[src/rtl/aer_sample_sequencer.sv]
// Feeds source AER events to the core over a 4-phase REQ/ACK link, inserting
// all-ones time-step markers, then waits for the core to finish the sample.
module aer_sample_sequencer #(
  parameter int AER_WIDTH   = 12,
  parameter int TIME_STEP   = 8,
  parameter int ACK_TIMEOUT = 1023
) (
  input  logic                         CLK,
  input  logic                         RST,
  input  logic                         START,
  input  logic                         IS_POS_IN,
  input  logic                         IS_TRAIN_IN,
  input  logic                         EV_VALID,
  input  logic [AER_WIDTH-1:0]         EV_ADDR,
  input  logic                         EV_LAST,
  output logic                         EV_READY,
  output logic [AER_WIDTH-1:0]         AERIN_ADDR,
  output logic                         AERIN_REQ,
  input  logic                         AERIN_ACK,
  output logic                         IS_POS,
  output logic                         IS_TRAIN,
  input  logic                         ONE_SAMPLE_FINISH,
  input  logic [31:0]                  GOODNESS,
  output logic [31:0]                  GOODNESS_OUT,
  output logic [$clog2(TIME_STEP):0]   TS_CNT,
  output logic                         BUSY,
  output logic                         DONE,
  output logic                         ERR
);

  localparam int TSW = $clog2(TIME_STEP) + 1;
  localparam logic [AER_WIDTH-1:0] MARKER   = '1;
  localparam logic [TSW-1:0]       TS_LAST  = TSW'(TIME_STEP);
  localparam logic [9:0]           WD_LIMIT = 10'(ACK_TIMEOUT);

  typedef enum logic [2:0] {
    IDLE, FETCH, REQ, ACKLO, MREQ, MACKLO, WAIT_FIN
  } state_t;

  state_t               state_reg, state_next;
  logic [AER_WIDTH-1:0] addr_reg, addr_next;
  logic                 last_reg, last_next;
  logic                 req_reg, req_next;
  logic [TSW-1:0]       ts_cnt_reg, ts_cnt_next;
  logic [TSW-1:0]       ts_inc;
  logic [9:0]           wd_cnt_reg, wd_cnt_next;
  logic                 wd_expire;
  logic                 err_reg, err_next;
  logic                 done_reg, done_next;
  logic [31:0]          goodness_reg, goodness_next;
  logic                 is_pos_reg, is_pos_next;
  logic                 is_train_reg, is_train_next;

  always_ff @(posedge CLK) begin
    if (!RST) begin
      state_reg    <= IDLE;
      addr_reg     <= '0;
      last_reg     <= 1'b0;
      req_reg      <= 1'b0;
      ts_cnt_reg   <= '0;
      wd_cnt_reg   <= '0;
      err_reg      <= 1'b0;
      done_reg     <= 1'b0;
      goodness_reg <= '0;
      is_pos_reg   <= 1'b0;
      is_train_reg <= 1'b0;
    end else begin
      state_reg    <= state_next;
      addr_reg     <= addr_next;
      last_reg     <= last_next;
      req_reg      <= req_next;
      ts_cnt_reg   <= ts_cnt_next;
      wd_cnt_reg   <= wd_cnt_next;
      err_reg      <= err_next;
      done_reg     <= done_next;
      goodness_reg <= goodness_next;
      is_pos_reg   <= is_pos_next;
      is_train_reg <= is_train_next;
    end
  end

  always_comb begin
    state_next    = state_reg;
    addr_next     = addr_reg;
    last_next     = last_reg;
    ts_cnt_next   = ts_cnt_reg;
    err_next      = err_reg;
    done_next     = 1'b0;
    goodness_next = goodness_reg;
    is_pos_next   = is_pos_reg;
    is_train_next = is_train_reg;
    ts_inc        = ts_cnt_reg + TSW'(1);
    // Expires on the cycle the count would reach the limit, so REQ stays high exactly ACK_TIMEOUT cycles.
    wd_expire     = (wd_cnt_reg + 10'd1) == WD_LIMIT;

    case (state_reg)
      IDLE: begin
        if (START) begin
          is_pos_next   = IS_POS_IN;
          is_train_next = IS_TRAIN_IN;
          ts_cnt_next   = '0;
          err_next      = 1'b0;
          state_next    = FETCH;
        end
      end
      FETCH: begin
        if (EV_VALID) begin
          last_next = EV_LAST;
          if (EV_ADDR != MARKER) begin
            addr_next  = EV_ADDR;
            state_next = REQ;
          end else if (EV_LAST) begin
            addr_next  = MARKER;
            state_next = MREQ;
          end
        end
      end
      REQ, MREQ: begin
        if (AERIN_ACK) begin
          state_next = (state_reg == REQ) ? ACKLO : MACKLO;
        end else if (wd_expire) begin
          err_next   = 1'b1;
          state_next = IDLE;
        end
      end
      ACKLO: begin
        if (!AERIN_ACK) begin
          if (last_reg) begin
            addr_next  = MARKER;
            state_next = MREQ;
          end else begin
            state_next = FETCH;
          end
        end else if (wd_expire) begin
          err_next   = 1'b1;
          state_next = IDLE;
        end
      end
      MACKLO: begin
        if (!AERIN_ACK) begin
          ts_cnt_next = ts_inc;
          state_next  = (ts_inc == TS_LAST) ? WAIT_FIN : FETCH;
        end else if (wd_expire) begin
          err_next   = 1'b1;
          state_next = IDLE;
        end
      end
      WAIT_FIN: begin
        if (ONE_SAMPLE_FINISH) begin
          goodness_next = GOODNESS;
          done_next     = 1'b1;
          state_next    = IDLE;
        end
      end
      default: state_next = IDLE;
    endcase

    req_next    = (state_next == REQ) || (state_next == MREQ);
    wd_cnt_next = (state_next != state_reg) ? 10'd0 : wd_cnt_reg + 10'd1;
  end

  assign EV_READY     = (state_reg == FETCH);
  assign BUSY         = (state_reg != IDLE);
  assign AERIN_ADDR   = addr_reg;
  assign AERIN_REQ    = req_reg;
  assign TS_CNT       = ts_cnt_reg;
  assign ERR          = err_reg;
  assign DONE         = done_reg;
  assign GOODNESS_OUT = goodness_reg;
  assign IS_POS       = is_pos_reg;
  assign IS_TRAIN     = is_train_reg;

endmodule

[config.mk]
export PLATFORM = sky130hd
export DESIGN_NAME = aer_sample_sequencer
export DESIGN_NICKNAME = d
export VERILOG_FILES = /design/src/rtl/aer_sample_sequencer.sv
export SDC_FILE = /design/constraint.sdc
export NUM_CORES = 1
export LEC_CHECK = 0
export CORE_MARGIN = 4
export CORE_UTILIZATION = 40
export DETAILED_ROUTE_END_ITERATION = 6
export PLACE_DENSITY = 0.75
export SLEW_MARGIN = 20
export SYNTH_ARGS = -nofsm -noshare
export SYNTH_HDL_FRONTEND = slang
export SYNTH_SLANG_ARGS = --single-unit
[constraint.sdc]
create_clock -name CLK -period 1.98 [get_ports CLK]
set_clock_uncertainty 0.1 [all_clocks]
set_input_delay 0.594 -clock CLK [delete_from_list [all_inputs] [get_ports CLK]]
set_output_delay 0.594 -clock CLK [all_outputs]
set_load 0.01 [all_outputs]
# Yosys cells after proc, flatten, opt, wreduce, memory -nomap -nowiden
# Cells that the tools add are included.
dict set report word_totals {
  reg_bits 67
  latch_bits 0
  mem_bits_rw 0
  romBits 0
  inputBits 53
  out_inout_bits 55
  elab_cells 78
  n_memories 0
}
dict set report classes {
  addsub 2
  n_mul 0
  n_div 0
  magnitude_cmp 0
  n_eq_ne 20
  shift 0
  mux 28
  n_bitwise 1
  reduce_logical 16
}
# cell n
set op_table {}
lappend op_table {{$mux 12} 5}
lappend op_table {{$mux 3} 12}
lappend op_table {{$pmux 12 s2} 1}
lappend op_table {{$pmux 3 s6} 1}
lappend op_table {{$eq 3x3->1 const B} 4}
lappend op_table {{$ne 12x12->1 const B} 1}
lappend op_table {{$ne 2x2->1 const B} 6}
lappend op_table {{$add 10x1->10 const B} 1}
lappend op_table {{$eq 10x10->1 const B} 1}
lappend op_table {{$eq 3x2->1 const B} 3}
lappend op_table {{$mux 4} 2}
lappend op_table {{$pmux 4 s2} 1}
lappend op_table {{$reduce_and 2->1} 4}
lappend op_table {{$reduce_bool 3->1} 2}
lappend op_table {{$reduce_or 2->1} 3}
lappend op_table {{$mux 1} 5}
lappend op_table {{$reduce_and 5->1} 1}
lappend op_table {{$add 4x1->4 const B} 1}
lappend op_table {{$eq 4x4->1 const B} 1}
lappend op_table {{$reduce_and 4->1} 1}
lappend op_table {{$reduce_bool 2->1} 2}
lappend op_table {{$eq 3x1->1 const B} 1}
lappend op_table {{$logic_not 3->1} 1}
lappend op_table {{$ne 3x2->1 const B} 1}
lappend op_table {{6 further kinds} 6}

# Logic depth before layout (Yosys ltp)
# Gate-level depths: netlist of the first run.
dict set report logic_depth {
  word_depth 7
  depth_mapped 8
  depth_no_buf 7
}

# Least setup slack after synthesis of the first run
# No wires, ideal clock.
dict set report synth_timing {
  kind {register to register}
  start {register wd_cnt_reg[2]}
  end {register wd_cnt_reg[4]}
  setup_ns 0.132
  t_arrival_ns 1.846
  required_ns 1.748
  path_slack_ns -0.097
  stages_incl_launch_ff 7
  path_buffers 0
  synth_period_minus_slack_ns 2.077
  path_cell_list {dfxtp_1 > nand3_2 > or3_4 > a2111oi_4 > a31oi_1 > o221ai_2 > nor2_1}
}
dict set report synth_via {
  elab_chain_cells 7
  elab_cells_between_ends 9
  classes_between {add/sub: 1; eq/ne: 2; mux: 5; reduce/logical: 1}
}
# item line_no
set synth_rtl {}
lappend synth_rtl {{start: declaration} 46} ;# logic [9:0] wd_cnt_reg, wd_cnt_next;
lappend synth_rtl {{start signal: assignment} 73} ;# wd_cnt_reg <= wd_cnt_next;
lappend synth_rtl {{$add 10x1->10 *} {94, 159}}
lappend synth_rtl {{$eq 10x10->1} 94} ;# wd_expire = (wd_cnt_reg + 10'd1) == WD_LIMIT;
lappend synth_rtl {{$mux 3} {121, 134, 143}}
lappend synth_rtl {{$mux 3, on equally long branches} {140, 119, 127}}
lappend synth_rtl {{$pmux 3 s6} 96} ;# case (state_reg)
lappend synth_rtl {{$ne 3x3->1} 159} ;# wd_cnt_next = (state_next != state_reg) ? 10'd0 : wd_cnt_reg + 10'd1;
lappend synth_rtl {{$reduce_or 2->1 (no source line)} -}
# Every way passes the cells marked *; elsewhere a longest branch is shown, timed or not.
# A chain may end at the register's enable or synchronous reset.

# Worst setup path in the final report of the first run
dict set report layout_timing {
  start {register wd_cnt_reg[0]}
  end {register req_reg (netlist: AERIN_REQ)}
}
dict set report layout_via {
  elab_chain_cells 7
  elab_cells_between_ends 10
  classes_between {add/sub: 1; eq/ne: 3; mux: 5; reduce/logical: 1}
}
# item line_no
set layout_rtl {}
lappend layout_rtl {{$add 10x1->10 *} 94}
lappend layout_rtl {{$eq 10x10->1 *} 94}
lappend layout_rtl {{$mux 3 *} {121, 134, 143}}
lappend layout_rtl {{$mux 3, on equally long branches} {140, 119, 127}}
lappend layout_rtl {{$pmux 3 s6 *} 96}
lappend layout_rtl {{$eq 3x2->1 / $eq 3x3->1 (equally long branches)} 158} ;# req_next = (state_next == REQ) || (state_next == MREQ);
lappend layout_rtl {{$logic_or 1x1->1 *} 158}
lappend layout_rtl {{end signal: assignment} 71} ;# req_reg <= req_next;
lappend layout_rtl {{end: declaration} 43} ;# logic req_reg, req_next;
# Marked as above.

==> results of run 1 <==
## cell type report
type / instances / area [um2] / share of cell area [%]
Inverter: 4 / 15.0 / 0.295
Multi-Input combinational cell: 273 / 1760 / 34.6
Clock inverter: 7 / 125 / 2.46
Sequential cell: 67 / 1360 / 26.8
Tap cell: 99 / 124 / 2.43
Timing Repair Buffer: 164 / 1580 / 31.0
Clock buffer: 9 / 124 / 2.43
## cells by family after synthesis
group	synth area share (%)
simple gates	26.9
compound gates	21.5
flops	44.3
buf+inv	3.31
xor+xnor	2.02
fa+ha+maj	1.24
mux	0.661
## worst max path at each step
stage	from	end	slack, ns	depth (start not counted)
2_1_floorplan	EV_ADDR[10]	AERIN_ADDR[0]	0.01	7
3_3_place_gp	AERIN_ACK	wd_cnt_reg[7]	-0.51	7
3_5_place_dp	AERIN_ACK	wd_cnt_reg[7]	-0.56	7
4_1_cts	wd_cnt_reg[0]	AERIN_REQ	-0.17	8
5_1_grt	wd_cnt_reg[0]	AERIN_REQ	-0.26	7
6_report	wd_cnt_reg[0]	AERIN_REQ	-0.16	7
## power by group through the flow
stage | combinational, uW | sequential (uW) | clock [uW]
finish | 684 | 1440 | 1420
global route | 728 | 1450 | 1500
CTS | 667 | 1440 | 1440
detailed placement | 589 | 1470 | 0
global placement | 581 | 1470 | 0
floorplan | 219 | 1480 | 0
## cells in the final DEF (no fill, tap or decap), drive strengths merged, types with 5 or more instances in the layout
cell type      netlist  routed
clkbuf              19       9
nand4                7       7
dlymetal6s2s         0       7
dfxtp               67      67
nand3                7       7
dlygate4sd2          0      17
nor2                32      32
inv                  4       5
buf                  1      57
clkdlybuf4s50        0      81
a21boi              34      34
nor2b                9       9
o21ai                7       7
a21oi               11      11
nand2               93      93
and2                 5       5
o211a               12      12
nand2b               6       6
## metal layers
metal	up-vias	global-route usage [%]	share of wire [%]
met5	-	0	0
met4	0	12.5	3.6
met3	26	4.38	5.8
met2	109	36.0	51
met1	1486	23.9	40
li1	1558	-	-
## repair_timing
item / 4_1_cts / 5_1_grt
hold buffers: 0 / 0
endpoints found under the setup margin: 32 / 24
pin swaps: 20 / 10
buffers inserted: 7 / 0
gates cloned: 2 / 0
hold endpoints to repair: 0 / 0
gates resized for setup: 51 / 18
## stage by stage
step	setup WS, ns	utilization [%]	power (uW)	TNS, ns
finish	-0.164	69.8	3550	-1.56
detailed placement	-0.559	62.6	2060	-16.26
floorplan	0.0131	-	1700	0
CTS	-0.170	68.8	3540	-1.85
global route	-0.263	69.8	3670	-2.92
global placement	-0.514	62.6	2050	-13.74
## tightest hold or removal path: cells and delay by family, from the launching register on
family	cells	cell delay, ns
AO/OA/AOI/OAI	1	0.06
flip-flops	1	0.31
AND/OR/NAND/NOR	1	0.04
==> metrics.txt, run 1 <==
status=complete, but fails checks; failing checks=setup timing; final hold vios=0; Worst R2R End=AERIN_REQ; vias in the first global route=around 3200; Comb power frac=19.3%; Crit Path Class=register to register; peak supply drop=461 uV; largest net degree at the start of global routing=41; Min-Delay Path Class=register to register; P_sw=around 900 uW; height of the die=approximately 95 um; leakage=0.00210 uW; Placed Area=0.00457 mm2; Reg power frac=40.7%; RSZ-0062 raised after global routing=true; Syn Area/Cell=8.34 um2; Distinct cells, synth=49; worst reg2reg path depth=7; area leader, netlist=dfxtp_1; Buffers on Ports=between 100 and 150; DP HPWL=6.29 mm; FP Rows=31; Top FF cell, synth=dfxtp_1; synth cell count leaders=nand2_1 (93), dfxtp_1 (67), a21boi_0 (34), nor2_1 (32), clkbuf_1 (18); final cell count without fillers=623; most frequent cell after synthesis=nand2_1; syn_nets=419; DRT Pass-1 Iters=4; starting density of the core=41.5%; first-pass GRT wire length=15.0 mm; Final Wtd Congestion=0.884; gr usage total=21.0%; slowest cell delay on critical path=between 0.3 and 0.4 ns; Syn Std Cell Area=0.00303 mm2; Worst-Margin Slew=0.505 ns; I/O pins=108; # H-tree levels=3; clock-pin transition on the worst setup and hold timing paths=0.08 ns; worst hold path stage count=2; Rel. slew slack=66.2%; Critical Path Sink Type=register; CTS sink cnt=67; Layout area overhead=68.1%; DR vias/cell=5.10; crit path DAT=2.30 ns; clock root buffer=clkbuf_8; antenna violations before repair=0; share of post-route cells with drive strength above 1=22.1%; Longest Clk Path Bufs=2; drt initial violations=128; total of max-cap violations=0; FMAX=466 MHz; worst r2r src=wd_cnt_reg[0]; pwr dens=around 700 mW/mm2; ANT nets after route=0; final WL=around 9.5 mm; Antenna Cells=0; # setup viols final=13; CTS Buf Count=9; critical-path maximum fanout=5; Sw Share=between 20% and 30%; post-synthesis async set-or-reset flop share=0%; CP max stage cell=dfxtp_4; Avg WL per Cell=~15 um; Final Worst Setup Slack=-0.164 ns; hold slack=0.361 ns; Synth top area share=~44%; Tmin final=around 2.1 ns; Seq/Total Area, Yosys=44.3%; Ys Warns=0; number of synthesized register bits=67; Post-synth EDFFs=0; Syn Inst Count=363; Worst Path Required=2.14 ns; total vias in the final route=3179; final instance area=0.00509 mm2; insertion delay to the later sink of the worst-skew pair=0.35 ns; worst hold start=GOODNESS_OUT[9]; post-route clock period utilization=108%; Hold Path Sink=GOODNESS_OUT[9]; core area=0.00729 mm2; critical path startpoint category=register; max reg flops=32; Area contributors post-synth=dfxtp_1 (44%), nand2_1 (12%), a21boi_0 (8.4%); placed cells=between 500 and 600; Buffers & Inverters on Critical Path=1; Pint=2650 uW; CTS tree=yes; Layout Nets=575; Die ar.=~0.0090 mm2; Die W=around 95 um; DRC=0; FF-to-FF setup slack=-0.16 ns; FILL cells=593; Overflow after GRT=0; kind of cell adding the most delay to the critical path=compound AO/OA/AOI/OAI gates; crit-path cells=nand4_1 -> or3_4 -> a2111oi_4 -> buf_4 -> a31oi_4 -> nand2b_4 -> a2111oi_4; final slew viol count=0; Worst path most repeated cell=a2111oi_4; share of total power in the clock network=40.0%
Power figures use the tool's default switching activity.
==> run 2, diff against run 1 <==
--- a/config.mk
+++ b/config.mk
@@ -6,9 +6,8 @@
 export NUM_CORES = 1
 export LEC_CHECK = 0
 export CORE_MARGIN = 4
-export CORE_UTILIZATION = 40
+export CORE_UTILIZATION = 27
 export DETAILED_ROUTE_END_ITERATION = 6
-export PLACE_DENSITY = 0.75
 export SLEW_MARGIN = 20
 export SYNTH_ARGS = -nofsm -noshare
 export SYNTH_HDL_FRONTEND = slang
==> metrics.txt, run 2 (synthesis gave the netlist of run 1 again) <==
status=complete, but fails checks; failing checks=setup timing; FILL cells=approximately 1100; Die W=114 um; first-pass GRT wire length=14.2 mm; final cell count without fillers=652; antenna violations before repair=0; critical-path maximum fanout=6; Tmin final=just over 2 ns; routing usage on met3=4.93%; Worst path depth=7; Multi-input gate area=between 0.0015 and 0.002 mm2; insertion delay to the later sink of the worst-skew pair=around 0.35 ns; Overflow after GRT=0; CP endpoint=AERIN_REQ; Final Worst Setup Slack=-0.0874 ns; placed cells=637; vias in the first global route=2956; Antenna Cells=0; clock root buffer=clkbuf_8; Critical Path Sink Type=register; peak supply drop=339 uV; CTS Buf Count=9; DR vias/cell=roughly 4.6; gr usage total=between 10% and 20%; final WL=about 8.6 mm; Worst-Margin Slew=0.538 ns; FP Rows=38; ANT nets after route=0; I/O pins=about 110; Worst R2R End=AERIN_REQ; final hold vios=0; crit path DAT=2.19 ns; Longest Clk Path Bufs=2; drt initial violations=177; largest net degree at the start of global routing=57; Layout Nets=563; CP max stage cell=dfxtp_4; Min-Delay Path Class=register to register; CTS tree=yes; crit-path cells=nand4_1 -> or3_4 -> a2111oi_4 -> nand2_1 -> buf_4 -> a311oi_2 -> a2111oi_4; core area=0.0109 mm2; FMAX=484 MHz; Buffers on Ports=roughly 110; DP HPWL=6.24 mm; FF-to-FF setup slack=-0.09 ns; Crit Path Class=register to register; CTS sink cnt=67; RSZ-0062 raised after global routing=true; Worst Path Required=2.11 ns; worst r2r src=wd_cnt_reg[0]; worst reg2reg path depth=7; critical path startpoint category=register; Seq. cell area=0.00136 mm2; pwr dens=roughly 650 mW/mm2; M1 GR Usage=17.7%; total of max-cap violations=0; height of the die=~110 um; Avg WL per Cell=13.2 um; Buffers & Inverters on Critical Path=1; Rel. slew slack=64.0%; # Post-CTS Setup Buffers=0; kind of cell adding the most delay to the critical path=compound AO/OA/AOI/OAI gates; global routing's busiest layer=met2; total vias in the final route=around 3000; clock-pin transition on the worst setup and hold timing paths=0.07 ns; leakage=0.00215 uW; most frequent cells in the layout=nand2_1 (93), clkdlybuf4s50_1 (80), dfxtp_1 (58); Die ar.=0.0130 mm2; final slew viol count=0; Worst path most repeated cell=a2111oi_4; post-route clock period utilization=104%; Global Route met2 Usage=around 21%; slowest cell delay on critical path=around 0.37 ns; max reg flops=32; commonest non-fill, non-tap cell in the layout=nand2_1; fin util=44.9%; share of post-route cells with drive strength above 1=about a fifth; # H-tree levels=3; Final Wtd Congestion=0.815; Layout area overhead=61.5%; DRT Pass-1 Iters=4; origin of the worst setup path=wd_cnt_reg[0]; DRC=0; starting density of the core=27.8%; worst hold start=wd_cnt_reg[0]; # setup viols final=11
==> run 2: cell count changes in the layout (fill, tap and decap cells not counted), moves of 3 or more <==
cell,previous run,this run
clkinv_4,3,0
clkinvlp_4,0,3
buf_4,49,44
buf_6,3,0
dlymetal6s2s_1,7,19
dlygate4sd2_1,17,5
==> run 2: final cells by class <==
| class | instances | area share (%) |
|---|---|---|
| clock buffer | 9 | 2.53 |
| clock inverter | 7 | 1.53 |
| inverter | 4 | 0.307 |
| multi-input combinational | 272 | 34.2 |
| sequential | 67 | 27.7 |
| tap | 140 | 3.58 |
| timing repair buffer | 153 | 30.1 |
==> run 2: per-layer routing <==
layer,vias to the layer above,part of all wire (%)
li1,1527,-
met1,1365,47
met2,96,45
met3,7,7.3
met4,0,0.95
met5,-,0
==> run 2: per-stage QoR <==
stage	setup WS [ns]	power, uW	hold slack (ns)	setup TNS, ns	instance area [um2]
4_1_cts	-0.102	3230	0.352	-0.625	4820
5_1_grt	-0.220	3330	0.360	-2.12	4890
3_5_place_dp	-0.582	2040	0.358	-16.70	4590
3_3_place_gp	-0.529	2040	0.350	-14.54	4590
2_1_floorplan	0.0131	1700	0.330	0	3040
6_report	-0.0874	3160	0.351	-0.548	4890
==> run 2: timing repair <==
action / CTS / global route
hold buffers: 0 / 0
hold endpoints to repair: 0 / 0
pin swaps: 4 / 7
gates resized for setup: 21 / 29
setup endpoints to repair: 31 / 46
==> run 2: how the worst min path moves through the flow <==
| stage | to | cells past startpoint |
|---|---|---|
| floorplan | wd_cnt_reg[0] | 1 |
| global placement | wd_cnt_reg[0] | 1 |
| detailed placement | GOODNESS_OUT[16] | 2 |
| CTS | wd_cnt_reg[0] | 1 |
| global route | wd_cnt_reg[0] | 1 |
| finish | wd_cnt_reg[0] | 1 |
==> run 2: where the power goes <==
| part | leakage (uW) | switching, uW | internal (uW) |
|---|---|---|---|
| combinational | 0.00151 | 249 | 328 |
| clock | 0.0000923 | 569 | 587 |
| sequential | 0.000547 | 31.1 | 1400 |
